$ cat src/rtl/fp_mult_pkg.sv
// fp_mult_pkg: shared definitions for the FP16 multiplier scheduler.
// FP16 format: 1 sign, 7 exponent, 8 mantissa bits, exponent bias 63.
// Holds the format constants, the response status encoding, the scheduler
// FSM state type and a helper that folds multiplier flags into a status code.
package fp_mult_pkg;

  localparam int unsigned FP_E      = 7;
  localparam int unsigned FP_M      = 8;
  localparam int unsigned FP_EB     = 63;
  localparam int unsigned FP_MAXEXP = 127;

  typedef enum logic [2:0] {
    ST_OK   = 3'd0,
    ST_OVF  = 3'd1,
    ST_UNF  = 3'd2,
    ST_ZERO = 3'd3,
    ST_NAN  = 3'd4
  } fp_status_e;

  typedef enum logic [1:0] {
    StIdle = 2'd0,
    StWait = 2'd1,
    StResp = 2'd2
  } sched_state_e;

  // NaN dominates, then zero, underflow and overflow.
  function automatic fp_status_e fp_status_encode(input logic nan, input logic zero,
                                                  input logic underflow,
                                                  input logic overflow);
    if (nan)            return ST_NAN;
    else if (zero)      return ST_ZERO;
    else if (underflow) return ST_UNF;
    else if (overflow)  return ST_OVF;
    else                return ST_OK;
  endfunction

endpackage

$ cat src/rtl/rr_grant.sv
// rr_grant: picks one requester from a request vector.
// Default: round-robin search starting at ptr_i and wrapping N-1 -> 0.
// With FP_SCHED_FIXED_PRI_EN defined: lowest set index wins, ptr_i is ignored.
// Ports:
//   req_i        N    request vector
//   ptr_i        IDW  index searched first (round-robin only)
//   grant_o      N    one-hot grant, zero when no request
//   grant_idx_o  IDW  index of the granted requester
//   grant_any_o  1    some request is present
module rr_grant #(
  parameter int unsigned N   = 4,
  parameter int unsigned IDW = 2
) (
  input  logic [N-1:0]   req_i,
  input  logic [IDW-1:0] ptr_i,
  output logic [N-1:0]   grant_o,
  output logic [IDW-1:0] grant_idx_o,
  output logic           grant_any_o
);

`ifdef FP_SCHED_FIXED_PRI_EN
  logic unused_ptr;
  assign unused_ptr = ^ptr_i;

  always_comb begin
    grant_o     = '0;
    grant_idx_o = '0;
    grant_any_o = 1'b0;
    for (int k = 0; k < int'(N); k++) begin
      if (!grant_any_o && req_i[k]) begin
        grant_o[k]  = 1'b1;
        grant_idx_o = IDW'(k);
        grant_any_o = 1'b1;
      end
    end
  end
`else
  int unsigned idx;

  always_comb begin
    grant_o     = '0;
    grant_idx_o = '0;
    grant_any_o = 1'b0;
    idx         = 0;
    for (int unsigned k = 0; k < N; k++) begin
      // Explicit wrap so non-power-of-two N never indexes past N-1.
      idx = 32'(ptr_i) + k;
      if (idx >= N) idx = idx - N;
      if (!grant_any_o && req_i[idx]) begin
        grant_o[idx] = 1'b1;
        grant_idx_o  = IDW'(idx);
        grant_any_o  = 1'b1;
      end
    end
  end
`endif

endmodule

$ cat src/rtl/fp_mult_sched.sv
// fp_mult_sched: shares one FP16 multiplier (E=7, M=8, bias 63) among N requesters.
// One operand pair is accepted at a time, held on mul_x/mul_y for LAT cycles, and the
// captured product and status are returned to the issuing requester.
// Config macro: FP_SCHED_FIXED_PRI_EN (fixed lowest-index priority instead of round-robin).
// Ports:
//   clk, reset            clock, asynchronous active-high reset
//   req_valid/req_ready   N-bit request handshake, req_ready one-hot
//   req_op1/req_op2       N*W packed operands, requester i at [i*W +: W]
//   rsp_valid             N-bit one-hot, one-cycle result strobe
//   rsp_result/status/id  product, status code (fp_status_e), responder index
//   mul_x/mul_y           operands to the shared multiplier
//   mul_result + flags    multiplier product and nan/overflow/underflow/zero flags
//   busy                  high whenever not idle
module fp_mult_sched
  import fp_mult_pkg::*;
#(
  parameter  int unsigned N   = 4,
  parameter  int unsigned LAT = 3,
  parameter  int unsigned W   = 16,
  localparam int unsigned IDW = (N > 2) ? $clog2(N) : 1
) (
  input  logic           clk,
  input  logic           reset,
  input  logic [N-1:0]   req_valid,
  output logic [N-1:0]   req_ready,
  input  logic [N*W-1:0] req_op1,
  input  logic [N*W-1:0] req_op2,
  output logic [N-1:0]   rsp_valid,
  output logic [W-1:0]   rsp_result,
  output logic [2:0]     rsp_status,
  output logic [IDW-1:0] rsp_id,
  output logic [W-1:0]   mul_x,
  output logic [W-1:0]   mul_y,
  input  logic [W-1:0]   mul_result,
  input  logic           mul_nan,
  input  logic           mul_overflow,
  input  logic           mul_underflow,
  input  logic           mul_zero,
  output logic           busy
);

  localparam int unsigned CW = (LAT > 1) ? $clog2(LAT + 1) : 1;

  sched_state_e   state_q, state_d;
  logic [IDW-1:0] ptr_q, ptr_d;
  logic [CW-1:0]  cnt_q;
  logic [N-1:0]   grant;
  logic [IDW-1:0] grant_idx;
  logic           grant_any;
  logic           accept;

  rr_grant #(
    .N   (N),
    .IDW (IDW)
  ) u_rr_grant (
    .req_i       (req_valid),
    .ptr_i       (ptr_q),
    .grant_o     (grant),
    .grant_idx_o (grant_idx),
    .grant_any_o (grant_any)
  );

  always_comb begin
    state_d   = state_q;
    req_ready = '0;
    rsp_valid = '0;
    busy      = (state_q != StIdle);
    accept    = 1'b0;
    unique case (state_q)
      StIdle: begin
        // Gated by reset so every output reads zero while reset is held.
        if (!reset) req_ready = grant;
        accept = grant_any && !reset;
        if (accept) state_d = StWait;
      end
      StWait: begin
        if (cnt_q == CW'(1)) state_d = StResp;
      end
      StResp: begin
        rsp_valid = {{(N-1){1'b0}}, 1'b1} << rsp_id;
        state_d   = StIdle;
      end
      default: state_d = StIdle;
    endcase
  end

`ifdef FP_SCHED_FIXED_PRI_EN
  assign ptr_d = ptr_q;
`else
  assign ptr_d = (grant_idx == IDW'(N - 1)) ? '0 : grant_idx + 1'b1;
`endif

  always_ff @(posedge clk or posedge reset) begin
    if (reset) begin
      state_q    <= StIdle;
      ptr_q      <= '0;
      cnt_q      <= '0;
      rsp_id     <= '0;
      rsp_result <= '0;
      rsp_status <= '0;
      mul_x      <= '0;
      mul_y      <= '0;
    end else begin
      state_q <= state_d;
      if (accept) begin
        mul_x  <= req_op1[grant_idx*W +: W];
        mul_y  <= req_op2[grant_idx*W +: W];
        rsp_id <= grant_idx;
        cnt_q  <= CW'(LAT);
        ptr_q  <= ptr_d;
      end
      if (state_q == StWait) begin
        cnt_q <= cnt_q - 1'b1;
        if (cnt_q == CW'(1)) begin
          rsp_result <= mul_result;
          rsp_status <= fp_status_encode(mul_nan, mul_zero, mul_underflow, mul_overflow);
        end
      end
    end
  end

endmodule

$ cat config.mk
export PLATFORM = sky130hd
export DESIGN_NAME = fp_mult_sched
export DESIGN_NICKNAME = d
export VERILOG_FILES = /design/src/rtl/fp_mult_pkg.sv /design/src/rtl/rr_grant.sv /design/src/rtl/fp_mult_sched.sv
export SDC_FILE = /design/constraint.sdc
export NUM_CORES = 1
export LEC_CHECK = 0
export BUFFER_PORTS_ARGS = -buffer_cell sky130_fd_sc_hd__buf_4
export CAP_MARGIN = 30
export CELL_PAD_IN_SITES_DETAIL_PLACEMENT = 1
export CELL_PAD_IN_SITES_GLOBAL_PLACEMENT = 2
export CORE_AREA = 3 3 116 163
export DETAILED_ROUTE_END_ITERATION = 8
export DIE_AREA = 0 0 119 166
export GPL_TIMING_DRIVEN = 0
export PLACE_DENSITY = 0.77
export SLEW_MARGIN = 10
export SYNTH_ARGS = -nofsm -noshare
export SYNTH_HDL_FRONTEND = slang
export SYNTH_SLANG_ARGS = --single-unit
$ cat constraint.sdc
create_clock -name clk -period 4.2 [get_ports clk]
set_clock_uncertainty 0.2 [all_clocks]
set_input_delay 0.42 -clock clk [delete_from_list [all_inputs] [get_ports clk]]
set_output_delay 0.42 -clock clk [all_outputs]
set_load 0.02 [all_outputs]
==> results.py <==
metrics = {
    "floorplanning": {
        "fp.dieW_um": 119,
        "die_h_um": 166,
        "core_um2": 17500,
        "start_util_pct": 26.9,
        "rows": 57,
        "io_pins": 216,
        "die_area_um2": 19800,
    },
    "grt": {
        "grt_pass1_wl_um": 31500,
        "use_met1_pct": 22.8,
        "grtUsageMet2_pct": 37.9,
        "grt_max_degree": 60,
        "grt_use_met3_pct": 5.14,
        "first_global_vias": 5521,
        "grt_overflow_total": 0,
        "grt_use_total_pct": 20.4,
        "top_usage_layer": "met2",
        "grt_antenna_before_repair": 0,
    },
    "setup_path": {
        "max_stage_delay_ps": 480,
        "cp.required_ps": 3580,
        "r2r_cells": 9,
        "path_cells": "buf_6, inv_2, ha_2, mux4_2, nor2b_4, buf_6, a221o_1, o21ai_0, a21oi_1, buf_4",
        "path_max_fanout": 20,
        "path_depth": 10,
        "worstSetupPathType": "reg -> out",
        "r2r-start": "ptr_q[0]",
        "crit_top_cell": "buf_6",
        "critPathTopFamily": "buffers and inverters",
        "crit_arrival_ps": 3240,
        "cp_slowest_cell": "mux4_2",
        "r2r_end": "mul_x[6]",
        "crit_buf_inv": 4,
        "worst_setup_path_start_kind": "flop",
        "endpoint_kind": "output port",
        "r2r_slack_ps": 390,
    },
    "power": {
        "p_switching_uw": 2930,
        "p_int_uw": 3120,
        "clockPowerShare_pct": 13.8,
        "power_frac_seq_pct": 17.2,
        "pwr-share-comb_pct": 69.0,
        "netSwitchingFraction_pct": 48.4,
        "vdd_drop_max_mv": 0.320,
        "p_leak_uw": 0.00310,
        "power.total_uw": 6050,
        "power_density_nw_per_um2": 873,
    },
    "min_path": {
        "hp-class": "in -> async",
    },
    "sta": {
        "max_slew_margin_pct": 44.4,
        "final_max_slew_viol_count": 0,
        "grt_setup_unrepaired": "no",
        "finalSetupViolCount": 0,
        "hold_violations": 0,
        "fmax_mhz": 259,
        "fin_crit_ps": 3860,
        "finalCritPeriodShare_pct": 92.0,
        "worst_pin_slew_ps": 833,
        "holdWs_ps": 47.6,
    },
    "detailed_routing": {
        "drtPass1Iterations": 4,
        "num_vias": 5065,
        "wirelength_um": 20600,
        "vias_per_cell": 5.29,
        "detail_route.wl_per_cell_um": 21.5,
        "drc": 0,
        "drt-initial-drc-count": 216,
        "postRouteAntennaNets": 0,
    },
    "synthesis": {
        "synth_edf_count": 0,
        "avgSynthCellArea_um2": 9.52,
        "ys.flop_type": "dfrtp_1",
        "yosysWarnings": 0,
        "synthesis.area_um2": 4690,
        "seq_area_frac_synth_pct": 31.4,
        "synth_fp_nets": 652,
        "yosysUniqueCellTypes": 50,
        "ys_seq_elements": 59,
        "synthCells": 493,
        "async_flop_share_pct": 100,
    },
    "final_layout": {
        "n_antenna_cell": 0,
        "fin_nets": 875,
        "final_common_cell": "buf_4",
        "final_cell_mix": "220 x buf_4, 59 x dfrtp_1, 48 x nand2_1, 43 x mux2i_1, 31 x nor2_1",
        "postLayoutCoreUtil_pct": 39.7,
        "drive_above_1_share_pct": 42.9,
        "syn_to_final_growth_pct": 47.6,
    },
    "clock_network": {
        "ctsHoldBuffers": 0,
        "clk_path_buf_depth": 2,
        "cts_tree": "built",
        "worstSkewPairLatency_ps": 330,
        "clk_pin_slew_worst_paths_ps": 60,
        "cts_num_sinks": 59,
        "cts_buffers": 9,
        "cts_setup_buffers": 0,
        "cts_htree_levels": 3,
        "cts-root-buf": "clkbuf_16",
    },
    "placement": {
        "io_buffers": 215,
        "gp_congestion": 0.804,
        "hpwl_um": 16400,
    },
    "status": {
        "status": "complete, no violations",
    },
    "run": {
        "drv_cap": 0,
    },
}
[final cells by class]
class / instances / area [um2]
Clock inverter: 6 / 88.8
Buffer: 43 / 239
Multi-Input combinational cell: 373 / 2920
Sequential cell: 59 / 1480
Tap cell: 236 / 295
Inverter: 15 / 58.8
Fill cell: 2055 / 10500
Timing Repair Buffer: 215 / 1610
Clock buffer: 10 / 239
[what timing repair did]
action	4_1_cts	5_1_grt
resized for setup	1	2
endpoints found under the hold margin	0	0
setup endpoints to repair	8	8
[per-stage QoR]
| stage | setup TNS (ps) | setup slack, ps | area (um2) | cells |
|---|---|---|---|---|
| floorplan | 0 | 558 | 4690 | 493 |
| global placement | -4.70 | -4.70 | 6600 | 944 |
| detailed placement | -941 | -152 | 6610 | 944 |
| CTS | 0 | 52.6 | 6930 | 959 |
| global route | 0 | 143 | 6930 | 957 |
| finish | 0 | 336 | 6930 | 957 |
[synth_stat cells (all sizes together) (2+ instances only)]
cell	number	share of area (%)
or4	12	1.9
nor3b	2	0.32
a221o	28	6.0
buf	24	3.6
o31ai	26	4.2
nor3	2	0.32
ha	5	1.3
mux4	3	1.4
dfrtp	59	31
o211ai	16	2.6
o21ai	33	4.2
xnor2	2	0.37
nor2	34	2.9
nor2b	3	0.56
mux2i	44	9.5
a21oi	10	1.1
a41o	4	0.85
a22o	8	1.5
or2	4	0.59
a31oi	8	1.1
a211o	4	0.75
mux2	27	6.5
a211oi	25	5.6
or3	2	0.27
o221ai	8	1.5
nand2	48	3.8
inv	15	1.2
a31o	8	1.5
o21a	2	0.64
clkbuf	22	1.8
[flip-flops by register name, summed over array words and instances, names as in the netlist]
register and cells:
mul_x 16, mul_y 16, rsp_result 16, rsp_status 3, cnt_q 2, ptr_q 2
rsp_id 2, state_q 2
[cell families (layout without fill, tap and decap cells)]
group / after synthesis / after routing / synth area share, %
compound gates: 182 / 182 / 31.6
mux: 74 / 74 / 17.4
fa+ha+maj: 5 / 5 / 1.33
flops: 59 / 59 / 31.4
simple gates: 110 / 110 / 11.3
xor+xnor: 2 / 2 / 0.373
buf+inv: 61 / 289 / 6.53
[worst max-delay path by stage]
stage	from	endpoint	slack, ps
6_report	ptr_q[0]	req_ready[1]	340
3_5_place_dp	ptr_q[0]	req_ready[2]	-150
4_1_cts	ptr_q[0]	req_ready[3]	50
3_3_place_gp	ptr_q[0]	req_ready[2]	-5
2_1_floorplan	ptr_q[0]	req_ready[0]	560
5_1_grt	ptr_q[0]	req_ready[1]	140
[power by group through the flow]
| stage | registers, uW | clock network, uW | logic [uW] |
|---|---|---|---|
| after floorplan | 1330 | 0 | 2480 |
| after global placement | 1040 | 0 | 4080 |
| after detailed placement | 1060 | 0 | 4210 |
| after CTS | 1050 | 853 | 4220 |
| after global routing | 1080 | 877 | 4510 |
| final | 1040 | 833 | 4170 |
[metal layers]
| metal | part of all wire [%] | up-vias |
|---|---|---|
| li1 | - | 2355 |
| met2 | 53 | 203 |
| met1 | 38 | 2486 |
| met4 | 2.0 | 0 |
| met3 | 6.3 | 21 |
| met5 | 0 | - |
(Power assumes the default switching activity.)
